$ cat src/rtl/count_share_arb_if.sv
// Bundles the request and grant signals shared between the requesting agents and the arbiter.
interface count_share_arb_if #(
  parameter int NREQ = 4,
  parameter int CW   = 3,
  parameter int TW   = 3
);
  logic [NREQ-1:0]    req;
  logic               hold;
  logic               clr_tally;
  logic [NREQ-1:0]    gnt;
  logic [2:0]         gnt_id;
  logic [CW-1:0]      count;
  logic               wrap;
  logic               busy;
  logic [NREQ*TW-1:0] tally;

  // Requesting side: drives requests and control, observes grants.
  modport master (
    output req, hold, clr_tally,
    input  gnt, gnt_id, count, wrap, busy, tally
  );

  // Arbiter side.
  modport slave (
    input  req, hold, clr_tally,
    output gnt, gnt_id, count, wrap, busy, tally
  );
endinterface

$ cat src/rtl/count_share_arb.sv
// Round-robin arbiter that shares one modulo-MODULUS step counter among NREQ requesters.
// Every grant advances the shared count by one and bumps the grantee's saturating tally.
//
// state | meaning
// IDLE  | no grant this cycle, gnt = 0
// GNT   | exactly one gnt bit high; that requester is masked for the next decision
module count_share_arb #(
  parameter int NREQ    = 4,
  parameter int MODULUS = 5,
  parameter int CW      = 3,
  parameter int TW      = 3
) (
  input logic              clk,
  input logic              reset,
  count_share_arb_if.slave bus
);

  typedef enum logic {IDLE, GNT} state_t;

  state_t             state_q, state_d;
  logic [NREQ-1:0]    gnt_q, gnt_d;
  logic [2:0]         gnt_id_q, gnt_id_d;
  logic [2:0]         rr_ptr_q, rr_ptr_d;
  logic [CW-1:0]      count_q, count_d;
  logic               wrap_q, wrap_d;
  logic [NREQ*TW-1:0] tally_q, tally_d;

  logic [NREQ-1:0]    elig;
  logic [2*NREQ-1:0]  elig_rot;
  logic               found;
  logic [2:0]         pick;

  // gnt_q is zero in IDLE, so masking with it only affects the current grantee in GNT.
  assign elig     = bus.req & ~gnt_q;
  assign elig_rot = {elig, elig} >> rr_ptr_q;

  // Round-robin search from rr_ptr upward, then next-state for grant, count and tally.
  always_comb begin
    state_d  = IDLE;
    gnt_d    = '0;
    gnt_id_d = gnt_id_q;
    rr_ptr_d = rr_ptr_q;
    count_d  = count_q;
    wrap_d   = 1'b0;
    tally_d  = tally_q;
    found    = 1'b0;
    pick     = '0;

    for (int k = 0; k < NREQ; k++) begin
      if (!found && elig_rot[k]) begin
        found = 1'b1;
        pick  = 3'((int'(rr_ptr_q) + k) % NREQ);
      end
    end

    if (!bus.hold && found) begin
      state_d  = GNT;
      gnt_d    = NREQ'(1) << pick;
      gnt_id_d = pick;
      rr_ptr_d = (pick == 3'(NREQ - 1)) ? 3'd0 : pick + 3'd1;
      if (count_q == CW'(MODULUS - 1)) begin
        count_d = '0;
        wrap_d  = 1'b1;
      end else begin
        count_d = count_q + 1'b1;
      end
      for (int i = 0; i < NREQ; i++) begin
        if (pick == 3'(i) && tally_q[i*TW +: TW] != {TW{1'b1}}) begin
          tally_d[i*TW +: TW] = tally_q[i*TW +: TW] + 1'b1;
        end
      end
    end

    // Clear takes precedence over a same-edge grant; the count still advances.
    if (bus.clr_tally) begin
      tally_d = '0;
    end
  end

  // State and output registers with asynchronous active-high reset.
  always_ff @(posedge clk or posedge reset) begin
    if (reset) begin
      state_q  <= IDLE;
      gnt_q    <= '0;
      gnt_id_q <= '0;
      rr_ptr_q <= '0;
      count_q  <= '0;
      wrap_q   <= 1'b0;
      tally_q  <= '0;
    end else begin
      state_q  <= state_d;
      gnt_q    <= gnt_d;
      gnt_id_q <= gnt_id_d;
      rr_ptr_q <= rr_ptr_d;
      count_q  <= count_d;
      wrap_q   <= wrap_d;
      tally_q  <= tally_d;
    end
  end

  assign bus.gnt    = gnt_q;
  assign bus.gnt_id = gnt_id_q;
  assign bus.count  = count_q;
  assign bus.wrap   = wrap_q;
  assign bus.busy   = (state_q == GNT);
  assign bus.tally  = tally_q;

endmodule

$ cat src/flat_wrapper.sv
// flat-port wrapper written by rule: the top's interface ports become plain ports
module count_share_arb_flat 
#(
  parameter int NREQ    = 4,
  parameter int MODULUS = 5,
  parameter int CW      = 3,
  parameter int TW      = 3
)
  (clk, reset, bus_req, bus_hold, bus_clr_tally, bus_gnt, bus_gnt_id, bus_count, bus_wrap, bus_busy, bus_tally);
  count_share_arb_if #(.NREQ(NREQ), .CW(CW), .TW(TW)) bus_i ();
  input logic clk;
  input logic reset;
  input wire logic [$bits(bus_i.req)-1:0] bus_req;
  input wire logic [$bits(bus_i.hold)-1:0] bus_hold;
  input wire logic [$bits(bus_i.clr_tally)-1:0] bus_clr_tally;
  output wire logic [$bits(bus_i.gnt)-1:0] bus_gnt;
  output wire logic [$bits(bus_i.gnt_id)-1:0] bus_gnt_id;
  output wire logic [$bits(bus_i.count)-1:0] bus_count;
  output wire logic [$bits(bus_i.wrap)-1:0] bus_wrap;
  output wire logic [$bits(bus_i.busy)-1:0] bus_busy;
  output wire logic [$bits(bus_i.tally)-1:0] bus_tally;
  assign bus_i.req = bus_req;
  assign bus_i.hold = bus_hold;
  assign bus_i.clr_tally = bus_clr_tally;
  assign bus_gnt = bus_i.gnt;
  assign bus_gnt_id = bus_i.gnt_id;
  assign bus_count = bus_i.count;
  assign bus_wrap = bus_i.wrap;
  assign bus_busy = bus_i.busy;
  assign bus_tally = bus_i.tally;
  count_share_arb #(.NREQ(NREQ), .MODULUS(MODULUS), .CW(CW), .TW(TW)) u_core (.clk(clk), .reset(reset), .bus(bus_i));
endmodule
$ cat config.mk
export PLATFORM = sky130hd
export DESIGN_NAME = count_share_arb_flat
export DESIGN_NICKNAME = d
export VERILOG_FILES = /design/src/rtl/count_share_arb_if.sv /design/src/rtl/count_share_arb.sv /design/src/flat_wrapper.sv
export SDC_FILE = /design/constraint.sdc
export NUM_CORES = 1
export LEC_CHECK = 0
export BUFFER_PORTS_ARGS = -buffer_cell sky130_fd_sc_hd__buf_2
export CORE_MARGIN = 4
export CORE_UTILIZATION = 56
export CTS_BUF_LIST = sky130_fd_sc_hd__clkbuf_4
export DETAILED_ROUTE_END_ITERATION = 10
export PLACE_DENSITY = 0.84
export SLEW_MARGIN = 20
export SYNTH_ARGS = -nofsm -noshare
export SYNTH_HDL_FRONTEND = slang
export SYNTH_SLANG_ARGS = --single-unit
$ cat constraint.sdc
create_clock -name clk -period 2.1 [get_ports clk]
set_input_delay 0.105 -clock clk [delete_from_list [all_inputs] [get_ports clk]]
set_output_delay 0.105 -clock clk [all_outputs]
set_load 0.1 [all_outputs]
; Yosys cells after proc, flatten, opt, wreduce, memory -nomap -nowiden
; Index checks and enable logic that the tools add are counted.
; Widths: inputs -> output; s select.
[op_classes]
addsub = 9
n_mul = 0
div = 0
magnitude_cmp = 0
n_eq_ne = 8
shift = 2
muxes = 20
bitwise = 5
reduce_logical = 25
[op_table]
columns = cell, n
row1 = $mux 3, 9
row2 = $mux 12, 2
row3 = $add 3x1->3 const B, 6
row4 = $ne 3x3->1 const B, 4
row5 = $reduce_bool 2->1, 5
row6 = $logic_and 1x1->1, 8
row7 = $reduce_and 2->1, 4
row8 = $shr 8x3->4, 1
row9 = $mux 1, 7
row10 = $eq 3x2->1 const B, 2
row11 = $reduce_or 2->1, 3
row12 = $add 2x2->2 const B, 2
row13 = $and 4x4->4, 1
row14 = $logic_not 1->1, 4
row15 = $mux 4, 1
row16 = $not 4->4, 1
row17 = $shl 1x3->4 const A, 1
row18 = $and 1x1->1 const A, 3
row19 = $eq 3x1->1 const B, 1
row20 = $eq 3x3->1 const B, 1
row21 = $logic_not 3->1, 1
row22 = $add 2x1->2 const B, 1
row23 = $mux 2, 1
[totals]
regBits = 27
latch_bits = 0
ramBits = 0
romBits = 0
in_bits = 8
output_inout_bits = 24
n_memories = 0

; Longest topological paths before layout
[depth]
ltp_word = 18
depth_mapped = 9
mapped_depth_nobuf = 8

; Worst setup path before layout
; Ideal clock, no wire load.
[synth_timing]
kind = reg-to-reg
startpoint = reg u_core.gnt_q[3], in the netlist u_core.bus.gnt[3]
endpoint = reg u_core.tally_q[8], in the netlist u_core.bus.tally[8]
setup_time_ps = 137
arrival_time_ps = 2242
path_slack_ps = -279
stages_incl_launch_ff = 10
n_path_buf = 1
cell_sequence = dfrtp_1 > nand2b_4 > buf_4 > nand2_1 > o221ai_1 > inv_1 > ha_1 > nand3b_4 > mux2i_1 > nor2_1
[synth_between]
elab_chain_len = 17
[synth_lines]
columns = item, line_no
row1 = from (decl), count_share_arb.sv:21  ; logic [NREQ-1:0] gnt_q, gnt_d;
row2 = from (signal assigned), count_share_arb.sv:92  ; gnt_q <= gnt_d;
row3 = $not 4->4 (*), count_share_arb.sv:34  ; assign elig = bus.req & ~gnt_q;
row4 = $and 4x4->4 (*), count_share_arb.sv:34
row5 = $shr 8x3->4 (*), count_share_arb.sv:35  ; assign elig_rot = {elig, elig} >> rr_ptr_q;
row6 = $mux 1, count_share_arb.sv:50  ; if (!found && elig_rot[k]) begin
row7 = $logic_not 1->1, count_share_arb.sv:50
row8 = $logic_and 1x1->1, count_share_arb.sv:50
row9 = $mux 1, count_share_arb.sv:50
row10 = $logic_not 1->1, count_share_arb.sv:50
row11 = [... 2 more ...], n/a
row12 = $logic_not 1->1, count_share_arb.sv:50
row13 = $logic_and 1x1->1, count_share_arb.sv:50
row14 = $mux 3 (*), count_share_arb.sv:50
row15 = via u_core.pick[1], count_share_arb.sv:31  ; logic [2:0] pick;
row16 = $eq 3x2->1 (*), count_share_arb.sv:68  ; if (pick == 3'(i) && tally_q[i*TW +: TW] != {TW{1'b1}}) begin
row17 = $logic_and 1x1->1 (*), count_share_arb.sv:68
row18 = $reduce_bool 2->1 (no line) (*), n/a
row19 = $reduce_and 2->1 (no line) (*), n/a
row20 = to (signal assigned), count_share_arb.sv:97  ; tally_q <= tally_d;
row21 = to (decl), count_share_arb.sv:26  ; logic [NREQ*TW-1:0] tally_q, tally_d;
; The timed path passes the listed nets; every way through them passes the cells marked *.
; A chain may end at the register's enable or synchronous reset.

; Worst setup path after layout
[layout_timing]
startpoint = reg u_core.rr_ptr_q[0]
endpoint = reg u_core.tally_q[8], in the netlist u_core.bus.tally[8]
[layout_between]
elab_chain_len = 15
[layout_lines]
columns = item, line_no
row1 = from (decl), count_share_arb.sv:23  ; logic [2:0] rr_ptr_q, rr_ptr_d;
row2 = from (signal assigned), count_share_arb.sv:94  ; rr_ptr_q <= rr_ptr_d;
row3 = $shr 8x3->4, count_share_arb.sv:35
row4 = $mux 1, count_share_arb.sv:50
row5 = $logic_not 1->1, count_share_arb.sv:50
row6 = $logic_and 1x1->1, count_share_arb.sv:50
row7 = $mux 1, count_share_arb.sv:50
row8 = $logic_not 1->1, count_share_arb.sv:50
row9 = $logic_and 1x1->1, count_share_arb.sv:50
row10 = $mux 1, count_share_arb.sv:50
row11 = $logic_not 1->1, count_share_arb.sv:50
row12 = $logic_and 1x1->1, count_share_arb.sv:50
row13 = $mux 3 (*), count_share_arb.sv:50
row14 = via u_core.pick[1], count_share_arb.sv:31
row15 = $eq 3x2->1 (*), count_share_arb.sv:68
row16 = $logic_and 1x1->1 (*), count_share_arb.sv:68
row17 = $reduce_bool 2->1 (no line) (*), n/a
row18 = $reduce_and 2->1 (no line) (*), n/a
; Marks and branches as above.

==> summary.md <==
| Metric | Value |
|---|---|
| Met2 routed wirelength | `~1300 um` |
| Crit path DAT | `2130 ps` |
| Skew-Pair Late Insertion Delay | `310 ps` |
| Slew headroom | `a little over three fifths` |
| I/O Buffers | `30` |
| Clk slew on worst S/H paths | `about 130 ps` |
| Seq/Total Area, Yosys | `a little over two fifths` |
| Drt total wl | `2490 um` |
| Crit path max-delay family | `flip-flops` |
| Routability Congestion | `between 0.8 and 0.9` |
| DRT antenna net count | `0` |
| Fmax | `approximately 520 MHz` |
| FFs w/ async S/R, synth | `100%` |
| CP bufs+invs | `2` |
| RSZ-0062 raised after global routing | `false` |
| Avg Vias per Cell | `5.36` |
| Area leader, netlist | `dfrtp_1` |
| Leakage | `0.000980 uW` |
| Yosys Warn Count | `0` |
| Worst-Margin Slew | `562 ps` |
| Average cell area after synthesis | `about 11 um^2` |
| Initial Util | `around 59%` |
| Post-synthesis instance area | `roughly 1500 um^2` |
| DR pass1 iterations | `4` |
| Pin count of the biggest net entering global routing | `18` |
| Worst path most repeated cell | `inv_1` |
| Vias in the first global route | `just over 1000` |
| CP endpoint kind | `flip-flop` |
| Detail Placement HPWL | `between 2000 and 2500 um` |
| FILL cells | `roughly 200` |
| Clock Tree Root | `clkbuf_4` |
| Total die area | `between 3000 and 4000 um^2` |
| Kind of critical path | `flip-flop to flip-flop` |
| Cell with the most instances after synthesis | `dfrtp_1` |
| Layout cells sized above 1 | `around a third` |
| 1st-iter DRT viols | `24` |
| Minimum clock period | `between 1500 and 2000 ps` |
| DIE HEIGHT | `slightly below 60 um` |
| Worst Path Max Fanout | `10` |
| Nets | `around 180` |
| Number of distinct library cells after synthesis | `38` |
| CTS Hold Bufs | `1` |
| Outcome | `completed` |
| Num rows | `18` |
| Syn nets | `roughly 150` |
| Die X-Extent | `between 50 and 60 um` |
| WHS | `114 ps` |
| Gr ovfl total | `0` |
| Util after Layout | `approximately 67%` |
| Area contributors post-synth | `dfrtp_1, ha_1, mux2i_1, nand3b_4, o21ai_0` |
| CP required | `2300 ps` |
| Clock Skew | `roughly 4.6 ps` |
| Cts bufs inserted | `3` |
| Inserted Diodes | `0` |
| Final setup viols | `0` |
| Synth top area share | `a little over two fifths` |
| Routed len/inst | `roughly 13 um` |
| Startpoint types | `flip-flop` |
| Worst stage delay on the critical path | `about 500 ps` |
| Post-synth top flop | `dfrtp_1` |
| Clock buffer depth | `2` |
| GRT Total Usage | `between 15 and 20%` |
| Top Layer Used | `met4` |
| Post-Syn Instances | `131` |
| Core Region | `approximately 2500 um^2` |
| Fin. Hold Viols | `0` |
| Metal3 WL | `approximately 160 um` |
| TNS Setup | `0 ps` |
| Worst Hold Class | `input port to flip-flop` |
| Num Clock Sinks | `25` |
| Layout area overhead | `13.4%` |
| Met1 wire length | `1060 um` |
| Resized Gates After CTS | `0` |
| MaxCap Viol Count | `0` |
| Global-route wire length before repair | `roughly 4200 um` |
| H-tree depth | `1` |
| Maximum VDD drop | `~1.3 mV` |
| CTS tree | `yes` |
| Vias | `1024` |
| DRC Markers | `0` |
| Yosys reg bits | `25` |
| Critical path cell sequence | `inv_1 > a21boi_0 > o221ai_1 > inv_1 > ha_1 > nand3b_4 > mux2i_1 > nor2_1` |
| Fin crit share | `a little over 90%` |
| Io pins | `32` |
| Pwr dens | `1440 nW/um^2` |
| Synth top cells by count | `dfrtp_1, ha_1, nor2_1` |
| Post-synth EDFFs | `0` |
| Slowest-stage cell, CP | `dfrtp_1` |
| Initial antenna violation count | `0` |
| Slew Limit Fails | `0` |
| Post-CTS setup buffer count | `0` |
-- report_power, final --
part           leakage (uW)  total [uW]  internal, uW  switching (uW)
logic              0.000636        1440           329            1110
clock network     0.0000177         209          71.1             138
registers          0.000326         715           602             113
total              0.000980        2370          1000            1370
-- flip-flops by register name, indices dropped and copies added, names as in the netlist --
name	flops
u_core.bus.busy	1
u_core.bus.count	3
u_core.bus.gnt	4
u_core.bus.gnt_id	2
u_core.bus.tally	12
u_core.bus.wrap	1
u_core.rr_ptr_q	2
-- layout by cell type, fill, tap and decap left out, types with 2 or more instances in the layout --
| cell | count |
|---|---|
| nand3b_4 | 4 |
| nand3_1 | 2 |
| ha_1 | 14 |
| a31oi_1 | 2 |
| nand2_1 | 9 |
| nor2_1 | 10 |
| nor2_2 | 4 |
| inv_1 | 6 |
| xor2_1 | 4 |
| a21boi_0 | 2 |
| nand2b_4 | 2 |
| nand2b_1 | 2 |
| mux2i_1 | 8 |
| buf_2 | 30 |
| dfrtp_1 | 21 |
| o21ai_0 | 8 |
| nor3_1 | 2 |
| and2_1 | 4 |
| clkbuf_4 | 3 |
| dfrtp_2 | 4 |
-- worst paths after layout --
| path | startpoint | slack, ps | endpoint | cells past startpoint |
|---|---|---|---|---|
| min in group asynchronous | reset | 370 | u_core.bus.tally[7] | 3 |
| max reg2reg | u_core.rr_ptr_q[0] | 180 | u_core.bus.tally[8] | 8 |
| max in group asynchronous | reset | 1170 | u_core.bus.count[1] | 4 |
| min reg2reg | u_core.bus.gnt_id[0] | 500 | u_core.bus.gnt_id[0] | 2 |
| max | u_core.rr_ptr_q[0] | 180 | u_core.bus.tally[8] | 8 |
| min | bus_hold | 110 | u_core.bus.wrap | 3 |
-- stage by stage --
stage | instances | instance area (um^2) | power, uW | setup slack (ps)
final | 191 | 1650 | 2370 | 177
after global routing | 191 | 1650 | 2510 | 17.1
after CTS | 191 | 1650 | 2390 | 174
after detailed placement | 186 | 1610 | 2170 | 186
after global placement | 186 | 1610 | 2130 | 300
after floorplan | 131 | 1460 | 1970 | 8.87
-- per-layer routing --
layer | global-route usage, % | vias up
met5 | 0 | -
met3 | 2.85 | 2
met2 | 27.1 | 26
met1 | 19.7 | 491
met4 | 5.50 | 0
li1 | - | 505
-- logic make-up after synthesis --
family / count (synthesis) / share of synthesized area (%)
xor gates and xnor gates: 5 / 3.01
DFF: 25 / 43.1
muxes: 8 / 5.51
buffers and inverters: 13 / 5.25
AOI/OAI and AO/OA: 20 / 9.56
adders and majority gates: 14 / 12.1
other: 1 / 0.258
and+or+nand+nor: 45 / 21.3
-- final cells by class --
type                       count  area, um^2  share of cell area [%]
timing repair buffer          32         168                    10.2
sequential                    25         631                    38.3
clock buffer                   3        22.5                    1.37
multi-input combinational     93         751                    45.6
inverter                       7        33.8                    2.05
tap                           30        37.5                    2.28
clock inverter                 1        5.00                   0.304
-- tightest hold or removal path, stage by stage --
cell and delay, ps:
buf_2 90, a41o_4 150, nor2_1 60
Power figures use the tool's default switching activity.
